### src/rtl/cpu_pkg.sv
`default_nettype none
// ============================================================================
// Module   : cpu_pkg
// Purpose  : Shared types and constants for the RV32I pipeline: the EX/MEM and
//            MEM/WB pipeline-register payloads, load/store funct3 encodings,
//            access-size helper and the memory-stage state enumeration.
// Ports    : none (package)
// Revision : 1.0 - initial release
// ============================================================================
package cpu_pkg;

    // EX/MEM pipeline register payload
    typedef struct packed {
        logic [31:0] alu_result;
        logic [31:0] rs2_data;
        logic [4:0]  rd;
        logic [31:0] pc_plus4;
    } ex_mem_data_t;

    typedef struct packed {
        logic       mem_read;
        logic       mem_write;
        logic [2:0] mem_funct3;
        logic       reg_write;
        logic [1:0] wb_sel;
    } ex_mem_control_t;

    // MEM/WB pipeline register payload
    typedef struct packed {
        logic [31:0] alu_result;
        logic [31:0] load_data;
        logic [4:0]  rd;
        logic [31:0] pc_plus4;
    } mem_wb_data_t;

    typedef struct packed {
        logic       reg_write;
        logic [1:0] wb_sel;
    } mem_wb_control_t;

    // Load/store funct3 encodings
    localparam logic [2:0] F3_LB  = 3'b000;
    localparam logic [2:0] F3_LH  = 3'b001;
    localparam logic [2:0] F3_LW  = 3'b010;
    localparam logic [2:0] F3_LBU = 3'b100;
    localparam logic [2:0] F3_LHU = 3'b101;
    localparam logic [2:0] F3_SB  = 3'b000;
    localparam logic [2:0] F3_SH  = 3'b001;
    localparam logic [2:0] F3_SW  = 3'b010;

    // Access size encodings
    localparam logic [1:0] SZ_BYTE = 2'd0;
    localparam logic [1:0] SZ_HALF = 2'd1;
    localparam logic [1:0] SZ_WORD = 2'd2;

    typedef enum logic [1:0] {
        IDLE = 2'd0,
        WAIT = 2'd1,
        DONE = 2'd2
    } mem_state_t;

    // The low two funct3 bits carry the size for both loads and stores;
    // the unused encoding 2'b11 is handled as a word access.
    function automatic logic [1:0] access_size(input logic [2:0] funct3);
        logic [1:0] sz;
        case (funct3[1:0])
            F3_SB[1:0]:        sz = SZ_BYTE;
            F3_SH[1:0]:        sz = SZ_HALF;
            F3_SW[1:0], 2'b11: sz = SZ_WORD;
            default:           sz = SZ_WORD;
        endcase
        return sz;
    endfunction

endpackage
`default_nettype wire

### src/rtl/load_store_align.sv
`default_nettype none
// ============================================================================
// Module   : load_store_align
// Purpose  : Purely combinational lane logic for the memory stage: byte
//            enables, lane-replicated store data, load lane selection with
//            sign/zero extension, and misalignment detection.
// Ports    : funct3_i    - access funct3 (load or store encoding)
//            addr_lo_i   - byte offset within the word (alu_result[1:0])
//            rs2_i       - raw store operand
//            rword_i     - raw 32-bit read word to be formatted
//            be_o        - byte enables for the access size/offset
//            wdata_o     - store data replicated across lanes
//            load_data_o - extended load result
//            misalign_o  - offset illegal for the access size (unqualified)
// Revision : 1.0 - initial release
// ============================================================================
module load_store_align
    import cpu_pkg::*;
(
    input  logic [2:0]  funct3_i,
    input  logic [1:0]  addr_lo_i,
    input  logic [31:0] rs2_i,
    input  logic [31:0] rword_i,
    output logic [3:0]  be_o,
    output logic [31:0] wdata_o,
    output logic [31:0] load_data_o,
    output logic        misalign_o
);

    logic [1:0]  w_size;
    logic [7:0]  w_byte;
    logic [15:0] w_half;

    assign w_size = access_size(funct3_i);

    // Byte enables, store data and alignment depend only on size and offset.
    always_comb begin
        be_o       = 4'b1111;
        wdata_o    = rs2_i;
        misalign_o = 1'b0;
        case (w_size)
            SZ_BYTE: begin
                be_o    = 4'b0001 << addr_lo_i;
                wdata_o = {4{rs2_i[7:0]}};
            end
            SZ_HALF: begin
                be_o       = addr_lo_i[1] ? 4'b1100 : 4'b0011;
                wdata_o    = {2{rs2_i[15:0]}};
                misalign_o = addr_lo_i[0];
            end
            default: begin
                be_o       = 4'b1111;
                wdata_o    = rs2_i;
                misalign_o = |addr_lo_i;
            end
        endcase
    end

    // Lane extraction from the read word.
    always_comb begin
        case (addr_lo_i)
            2'd1:    w_byte = rword_i[15:8];
            2'd2:    w_byte = rword_i[23:16];
            2'd3:    w_byte = rword_i[31:24];
            default: w_byte = rword_i[7:0];
        endcase
        w_half = addr_lo_i[1] ? rword_i[31:16] : rword_i[15:0];
    end

    // Extension; unknown funct3 encodings fall through as a full word.
    always_comb begin
        case (funct3_i)
            F3_LB:   load_data_o = {{24{w_byte[7]}}, w_byte};
            F3_LH:   load_data_o = {{16{w_half[15]}}, w_half};
            F3_LBU:  load_data_o = {24'd0, w_byte};
            F3_LHU:  load_data_o = {16'd0, w_half};
            F3_LW:   load_data_o = rword_i;
            default: load_data_o = rword_i;
        endcase
    end

endmodule
`default_nettype wire

### src/rtl/mem_access_stage.sv
`default_nettype none
// ============================================================================
// Module   : mem_access_stage
// Purpose  : Memory-access stage of the 5-stage RV32I pipeline. Converts the
//            EX/MEM contents into a data-memory request, waits for a
//            variable-latency response, formats load data and stalls the
//            upstream pipeline while the request is outstanding.
// Ports    : clock/reset        - pipeline clock, async active-low reset
//            ex_mem_data_i      - alu_result, rs2_data, rd, pc_plus4
//            ex_mem_control_i   - mem_read/write, funct3, reg_write, wb_sel
//            hold_i             - global freeze; MEM/WB will not capture
//            dmem_*             - data-memory request/response interface
//            mem_wb_data_o      - alu_result, load_data, rd, pc_plus4
//            mem_wb_control_o   - reg_write, wb_sel
//            stall_o            - freeze PC, IF/ID, ID/EX and EX/MEM
//            misalign_o         - misaligned access this cycle
//            bus_err_o          - single-cycle pulse on response timeout
// Revision : 1.0 - initial release
// ============================================================================
module mem_access_stage
    import cpu_pkg::*;
#(
    parameter int unsigned TIMEOUT_CYCLES = 255
)(
    input  logic            clock,
    input  logic            reset,
    input  ex_mem_data_t    ex_mem_data_i,
    input  ex_mem_control_t ex_mem_control_i,
    input  logic            hold_i,
    output logic            dmem_req_o,
    output logic            dmem_we_o,
    output logic [31:0]     dmem_addr_o,
    output logic [3:0]      dmem_be_o,
    output logic [31:0]     dmem_wdata_o,
    input  logic            dmem_ready_i,
    input  logic [31:0]     dmem_rdata_i,
    output mem_wb_data_t    mem_wb_data_o,
    output mem_wb_control_t mem_wb_control_o,
    output logic            stall_o,
    output logic            misalign_o,
    output logic            bus_err_o
);

    localparam int unsigned CNT_W      = (TIMEOUT_CYCLES < 2) ? 1 : $clog2(TIMEOUT_CYCLES + 1);
    localparam bit          TIMEOUT_EN = (TIMEOUT_CYCLES != 0);
    localparam logic [CNT_W-1:0] TIMEOUT_VAL = CNT_W'(TIMEOUT_CYCLES);
    localparam logic [CNT_W-1:0] CNT_MAX     = '1;

    mem_state_t        state_q, state_d;
    logic [CNT_W-1:0]  cnt_q, cnt_d;
    logic [31:0]       rdata_q, rdata_d;

    logic        w_mem_op;
    logic        w_is_load;
    logic        w_is_store;
    logic        w_misalign_raw;
    logic        w_access_ok;
    logic [31:0] w_rword;
    logic [3:0]  w_be;
    logic [31:0] w_wdata;
    logic [31:0] w_load_fmt;

    logic        w_req;
    logic        w_stall;
    logic        w_bus_err;
    logic        w_show_data;
    logic        w_kill_wb;

    mem_wb_data_t    w_wb_data;
    mem_wb_control_t w_wb_ctrl;
    logic [31:0]     w_load_data;
    logic            w_misalign;

    // A simultaneous read and write is executed as a load.
    assign w_mem_op    = ex_mem_control_i.mem_read | ex_mem_control_i.mem_write;
    assign w_is_load   = ex_mem_control_i.mem_read;
    assign w_is_store  = ex_mem_control_i.mem_write & ~ex_mem_control_i.mem_read;
    assign w_access_ok = w_mem_op & ~w_misalign_raw;

    // While parked in DONE the captured word is the data source; the memory
    // bus is no longer driving a valid response then.
    assign w_rword = (state_q == DONE) ? rdata_q : dmem_rdata_i;

    load_store_align u_align (
        .funct3_i    (ex_mem_control_i.mem_funct3),
        .addr_lo_i   (ex_mem_data_i.alu_result[1:0]),
        .rs2_i       (ex_mem_data_i.rs2_data),
        .rword_i     (w_rword),
        .be_o        (w_be),
        .wdata_o     (w_wdata),
        .load_data_o (w_load_fmt),
        .misalign_o  (w_misalign_raw)
    );

    // ------------------------------------------------------------------
    // State register
    // ------------------------------------------------------------------
    always_ff @(posedge clock or negedge reset) begin
        if (!reset) begin
            state_q <= IDLE;
            cnt_q   <= '0;
            rdata_q <= '0;
        end else begin
            state_q <= state_d;
            cnt_q   <= cnt_d;
            rdata_q <= rdata_d;
        end
    end

    // ------------------------------------------------------------------
    // Next state and request/stall control
    // ------------------------------------------------------------------
    always_comb begin
        state_d     = state_q;
        cnt_d       = cnt_q;
        rdata_d     = rdata_q;
        w_req       = 1'b0;
        w_stall     = 1'b0;
        w_bus_err   = 1'b0;
        w_show_data = 1'b0;
        w_kill_wb   = 1'b0;

        case (state_q)
            IDLE: begin
                if (w_access_ok) begin
                    w_req = 1'b1;
                    if (dmem_ready_i) begin
                        // Zero-wait completion; only park the word if the
                        // MEM/WB register is frozen and would miss it.
                        w_show_data = 1'b1;
                        if (hold_i) begin
                            rdata_d = dmem_rdata_i;
                            state_d = DONE;
                        end
                    end else begin
                        w_stall = 1'b1;
                        cnt_d   = CNT_W'(1);
                        state_d = WAIT;
                    end
                end
            end

            WAIT: begin
                w_req   = 1'b1;
                w_stall = 1'b1;
                if (dmem_ready_i) begin
                    w_stall     = 1'b0;
                    w_show_data = 1'b1;
                    cnt_d       = '0;
                    if (hold_i) begin
                        rdata_d = dmem_rdata_i;
                        state_d = DONE;
                    end else begin
                        state_d = IDLE;
                    end
                end else if (TIMEOUT_EN && (cnt_q >= TIMEOUT_VAL)) begin
                    // Give up: withdraw the request and retire the
                    // instruction without a register write.
                    w_req     = 1'b0;
                    w_stall   = 1'b0;
                    w_bus_err = 1'b1;
                    w_kill_wb = 1'b1;
                    cnt_d     = '0;
                    state_d   = IDLE;
                end else if (cnt_q != CNT_MAX) begin
                    cnt_d = cnt_q + CNT_W'(1);
                end
            end

            DONE: begin
                w_show_data = 1'b1;
                if (!hold_i) begin
                    state_d = IDLE;
                end
            end

            default: begin
                state_d = IDLE;
            end
        endcase
    end

    // ------------------------------------------------------------------
    // Pass-through and formatting toward MEM/WB
    // ------------------------------------------------------------------
    assign w_misalign  = w_mem_op & w_misalign_raw;
    assign w_load_data = (w_show_data && w_is_load && !w_kill_wb) ? w_load_fmt : 32'd0;

    always_comb begin
        w_wb_data.alu_result = ex_mem_data_i.alu_result;
        w_wb_data.load_data  = w_load_data;
        w_wb_data.rd         = ex_mem_data_i.rd;
        w_wb_data.pc_plus4   = ex_mem_data_i.pc_plus4;
        w_wb_ctrl.reg_write  = ex_mem_control_i.reg_write & ~w_misalign & ~w_kill_wb;
        w_wb_ctrl.wb_sel     = ex_mem_control_i.wb_sel;
    end

    // ------------------------------------------------------------------
    // Outputs: all forced low while reset is asserted, which also drops an
    // outstanding request without waiting for a clock edge.
    // ------------------------------------------------------------------
    assign dmem_req_o       = reset & w_req;
    assign dmem_we_o        = reset & w_req & w_is_store;
    assign dmem_addr_o      = (reset && w_req) ? {ex_mem_data_i.alu_result[31:2], 2'b00} : 32'd0;
    assign dmem_be_o        = (reset && w_req) ? w_be : 4'd0;
    assign dmem_wdata_o     = (reset && w_req && w_is_store) ? w_wdata : 32'd0;
    assign stall_o          = reset & w_stall;
    assign misalign_o       = reset & w_misalign;
    assign bus_err_o        = reset & w_bus_err;
    assign mem_wb_data_o    = reset ? w_wb_data : '0;
    assign mem_wb_control_o = reset ? w_wb_ctrl : '0;

endmodule
`default_nettype wire

### config.mk
export PLATFORM = sky130hd
export DESIGN_NAME = mem_access_stage
export DESIGN_NICKNAME = d
export VERILOG_FILES = /design/src/rtl/cpu_pkg.sv /design/src/rtl/load_store_align.sv /design/src/rtl/mem_access_stage.sv
export SDC_FILE = /design/constraint.sdc
export NUM_CORES = 1
export LEC_CHECK = 0
export ABC_CLOCK_PERIOD_IN_PS = 2930
export CAP_MARGIN = 20
export CORE_AREA = 2 2 123 125
export DETAILED_ROUTE_END_ITERATION = 16
export DIE_AREA = 0 0 125 127
export PLACE_DENSITY = 0.81
export SYNTH_ARGS = -nofsm -noshare
export SYNTH_HDL_FRONTEND = slang
export SYNTH_SLANG_ARGS = --single-unit
### constraint.sdc
create_clock -name clock -period 2.93 [get_ports clock]
set_clock_uncertainty 0.1 [all_clocks]
set_input_delay 0.586 -clock clock [delete_from_list [all_inputs] [get_ports clock]]
set_output_delay 0.586 -clock clock [all_outputs]
set_load 0.1 [all_outputs]
---- Word-level counts from Yosys, hierarchy flattened ----
Index checks and enable logic that the tools add are counted.
word-level totals
  flip-flop bits (word level) ............. 42
  bits of input ports ..................... 145
  output and inout bits ................... 177
  word-level logic and storage cells ...... 102
cells by class
  equal/unequal tests ..................... 19
  bitwise logic cells ..................... 15
  order comparisons ....................... 1
  mux-type cells .......................... 47
  shift operators ......................... 1
  reductions and logical operators ........ 15
  $add $sub $neg .......................... 1
operators with widths
  operator                                                               count
  32-bit two-way mux                                                     7
  32-bit case mux with 2 select lines                                    2
  32-bit case mux with 4 select lines                                    1
  101-bit two-way mux                                                    1
  8-bit two-way mux                                                      5
  8-bit case mux with 3 select lines                                     1
  16-bit two-way mux                                                     1
  8-bit case mux with 2 select lines                                     1
  2-bit two-way mux                                                      7
  2-bit case mux with 3 select lines                                     2
  1-bit two-way mux                                                      11
  1-bit AND                                                              10
  2-bit equality test, second input constant                             5
  8-bit by 1-bit adder with 8-bit output, second input constant          1
  2-bit by 1-bit equality test with 1-bit output, second input constant  4
  8-bit greater-or-equal comparator, second input constant               1
  4-bit two-way mux                                                      2
  8-bit inequality test, second input constant                           1
  4-bit case mux with 2 select lines                                     1
  4-bit AND reduction                                                    2
  3-bit equality test, second input constant                             2
  2-bit logical NOT                                                      3
  2-bit inequality test, second input constant                           3
  3-bit inequality test, second input constant                           2
  14 further kinds                                                       23

---- Longest topological paths before layout ----
  depth after elaboration ................. 13
  depth in mapped cells ................... 8
  gate-level depth less buffers ........... 7

---- By module ----
A second synthesis with hierarchy kept.
second synthesis, totals
  cells, all modules ...................... 546
  area total of the unflattened synthesis .. 4,539.4 sq um
modules (own cells, without submodules)
  module            seq. area each (sq um)  times used  cells an instance  area an instance (sq um)
  mem_access_stage  1,051.0                 1           367                3,414.5
  load_store_align  0.0                     1           179                1,124.8

---- Worst setup path after synthesis ----
OpenSTA, ideal clock, no wires.
  path type ............................... in2out
  from .................................... input port ex_mem_data_i[69] (netlist name)
  to ...................................... output port mem_wb_data_o[52] (netlist name)
  data required time ...................... 2.244 ns
  cell stages on the path ................. 4
  path buffers ............................ 1
  data arrival time ....................... 4.086 ns
  slack ................................... -1.842 ns
  cells stage by stage .................... clkbuf_1 > mux4_2 > or3_1 > a221oi_1
RTL lines
  element             RTL line                text
  start: declaration  mem_access_stage.sv:27  input ex_mem_data_t ex_mem_data_i,
  end: declaration    mem_access_stage.sv:37  output mem_wb_data_t mem_wb_data_o,

==> impl_metrics.yaml <==
route:
  drc: 0
  ant_nets: 0
  vias: 5628
  first_pass_iters: 6
  drt_iter0_drc: 324
  wl_per_cell_um: 21.8
  wl_um: 23100
  vias_per_cell: 5.32
layout:
  final_cell_count_no_fill: 1057
  fillers: 837
  drive_gt1_share_pct: 52.4
  post-route-util_pct: 77.8
  area_growth_pct: 174
  finalNetCount: 1017
setup_path:
  reg2reg_from: "cnt_q[0]$_DFFE_PN0P_"
  crit_start: "state_q[0]$_DFFE_PN0P_"
  worstPathMaxFanout: 7
  reg2reg_to: "cnt_q[7]$_DFFE_PN0P_"
  worstSetupStartpointType: "flip-flop"
  required_ps: 2240
  crit_path_end: "mem_wb_data_o[61]"
  cp-end-kind: "output port"
  cp.arrival_ps: 2640
  cp_slowest_stage_delay_ps: 520
  r2r_cells: 9
  path_class: "reg -> out"
  reg2reg_setup_slack_ps: 770
  cp_cell_sequence: "nand2b_4, mux2i_2, mux4_2, o31a_4, buf_16, a211oi_4, buf_12"
  cp_slowest_cell: "mux4_2"
floorplanning:
  die_area_um2: 15900
  die_height_um: 127
  rows: 44
  start_util_pct: 28.4
  io_pins: 322
  core_um2: 14400
  die_w_um: 125
timing:
  finalSetupViolCount: 55
  finalCritPeriodShare_pct: 114
  worst_pin_slew_ps: 702
  report.final.hold_viol_count: 0
  drv_slew: 0
  rsz0062_at_grt: "yes"
  fmax_ghz: 0.301
  whs_ps: 253
  finalCriticalPeriod_ps: 3330
  max_slew_margin_pct: 53.2
  setup_tns_ps: -10700
  fin_ws_ps: -397
synthesis:
  yosys.area.top_type: "dfrtp_1"
  synth_top_cell_area_share_pct: 25.6
  async_flop_share_pct: 100
  synth_area_leaders: "dfrtp_1 26%, and2_1 17%, mux2i_1 13%, mux2_2 8.0%, nor2_1 3.4%"
  synth-seq-area-share_pct: 25.6
  synth_enable_flop_cells: 0
  ys_warn_count: 0
  netlist_area_um2: 4100
  synth.avg_cell_area_um2: 8.49
  ys.flop_type: "dfrtp_1"
  ys_types: 43
  synth_seq_cells: 42
  synthesis.instances: 483
power:
  power.share.clock_pct: 16.8
  seq_power_share_pct: 19.7
  power.switching_mw: 2.00
  total_power_mw: 4.42
  ir_worst_vdd_uv: 285
  p_int_mw: 2.42
  p_per_area_nw_per_um2: 394
  p_comb_share_pct: 63.6
  sw_frac_of_total_pct: 45.2
  power.leakage_nw: 4.63
global_route:
  top_usage_layer: "met2"
  grt_max_degree: 66
  grt_pass1_vias: 5857
  gr-total-overflow: 0
  grt_usage_pct: 27.3
  grt_pass1_wl_um: 34300
  met2_usage_pct: 51.7
  met1_usage_pct: 29.5
  grt_util_met3_pct: 6.66
  antenna_found_initial: 1
run:
  maxCapViolCount: 0
placed_design:
  dp_cells: 1010
  place.gp.congestion: 0.880
  place.port_buffers: 319
  hpwl_um: 16600
cts:
  cts_tree: "built"
  cts.hold.buffers_added: 0
  cts_buffers: 5
  cts-root-buf: "clkbuf_16"
  htree_levels: 2
  cts_max_path_buffers: 2
  clk_pin_slew_ps: 60
  cts_sinks: 42
  worst_skew_pair.late_latency_ps: 280
run_status:
  violations: "negative setup slack"
  status: "finished with violations"
worst_hold_path:
  hold_class: "in -> async"
## cell families (layout without fill, tap and decap cells)
family	count (synthesis)	after routing	synth area share, %
AND/OR/NAND/NOR	203	203	27.2
AO/OA/AOI/OAI	99	99	18.0
multiplexers	88	88	23.4
buffers and inverters	49	437	5.34
flip-flops	42	42	25.6
adder cells (fa/ha/maj)	1	1	0.305
other	1	3	0.0915
## layout make-up
type	count	area, um2	area share [%]
inverters	5	22.5	0.201
flip-flops and latches	42	1050	9.37
clock inverters	3	68.8	0.613
clock buffers	5	125	1.12
well taps	184	230	2.05
multi-input cells	393	3720	33.2
repair inverters	1	7.51	0.0669
diodes	1	2.50	0.0223
repair buffers	423	5990	53.4
## cells in the final DEF (no fill, tap or decap), types with 3 or more instances in the layout
cell type	count
a211oi_4	24
a21oi_1	10
a21oi_4	10
a222oi_1	6
a31oi_1	9
and2_1	71
and2_2	15
and2_4	23
and3_1	5
buf_12	184
buf_16	5
buf_4	76
buf_6	14
clkbuf_16	6
clkbuf_2	3
clkdlybuf4s50_1	132
dfrtp_1	42
dlygate4sd2_1	5
inv_1	4
mux2_1	3
mux2_2	29
mux2i_1	45
mux2i_2	6
mux4_2	3
nand2_1	28
nand3b_1	5
nor2_1	16
nor2_4	20
nor2b_1	3
o21ai_0	7
o21ai_4	8
o22a_1	8
o31ai_1	3
## power groups by stage
| stage | logic [mW] | registers, mW | clock network, mW |
|---|---|---|---|
| 4_1_cts | 2.71 | 0.839 | 0.737 |
| 6_report | 2.81 | 0.870 | 0.741 |
| 5_1_grt | 2.90 | 0.878 | 0.776 |
| 2_1_floorplan | 1.59 | 0.818 | 0 |
| 3_5_place_dp | 2.57 | 0.846 | 0 |
| 3_3_place_gp | 2.53 | 0.828 | 0 |
## sequential cells by signal (all words and copies together), names as in the netlist
name,count
cnt_q,8
rdata_q,32
state_q,2
## stage by stage
stage / area (um2) / worst slack, ps
global route: 11200 / -424
finish: 11200 / -397
floorplan: 4960 / -569
detailed placement: 10400 / -601
CTS: 11000 / -360
global placement: 10400 / -554
## timing repair
action | CTS | global route
gates cloned | 5 | 1
endpoints found under the setup margin | 102 | 100
buffers inserted | 15 | 22
gates resized for setup | 79 | 23
hold endpoints to repair | 0 | 0
pin swaps | 50 | 22
## metal layers
metal  vias to the layer above  share of wire, %
met2                       366                53
met1                      2724                35
met4                         0               4.7
met5                         -                 0
met3                        70               7.5
li1                       2468                 -
## worst min-delay path by stage
| stage | start | end | slack [ps] | cells after the start |
|---|---|---|---|---|
| after floorplan | reset | cnt_q[0]$_DFFE_PN0P_ | 190 | 0 |
| after global placement | rdata_q[27]$_DFFE_PN0P_ | rdata_q[27]$_DFFE_PN0P_ | 370 | 1 |
| after detailed placement | rdata_q[1]$_DFFE_PN0P_ | rdata_q[1]$_DFFE_PN0P_ | 380 | 1 |
| after CTS | reset | state_q[0]$_DFFE_PN0P_ | 240 | 2 |
| after global routing | reset | state_q[1]$_DFFE_PN0P_ | 280 | 2 |
| final | reset | state_q[1]$_DFFE_PN0P_ | 250 | 2 |
## Yosys cell counts (3+ instances only)
library cell    n
mux2i_1        53
a211oi_2       11
o22a_1          8
nor2_1         37
and2_1        109
buf_2           4
nor3b_1         3
o31ai_1         3
a222oi_1        6
mux4_2          3
a21oi_1        20
and3_1          5
a31oi_1        10
clkbuf_1       29
nand2_1        29
a211oi_1       14
buf_4           4
mux2_1          3
nand3b_1        5
o21ai_0        15
nand2b_1        3
buf_1           5
nor2b_1         3
mux2_2         29
inv_1           5
dfrtp_1        42
## worst max-delay path: cells and delay by family, from the launching register on
kind	cells	cell delay, ps
simple gates	1	200
buf+inv	2	380
flops	1	380
compound gates	2	660
mux	2	720
Note: power is estimated with default switching activity, not from simulation.
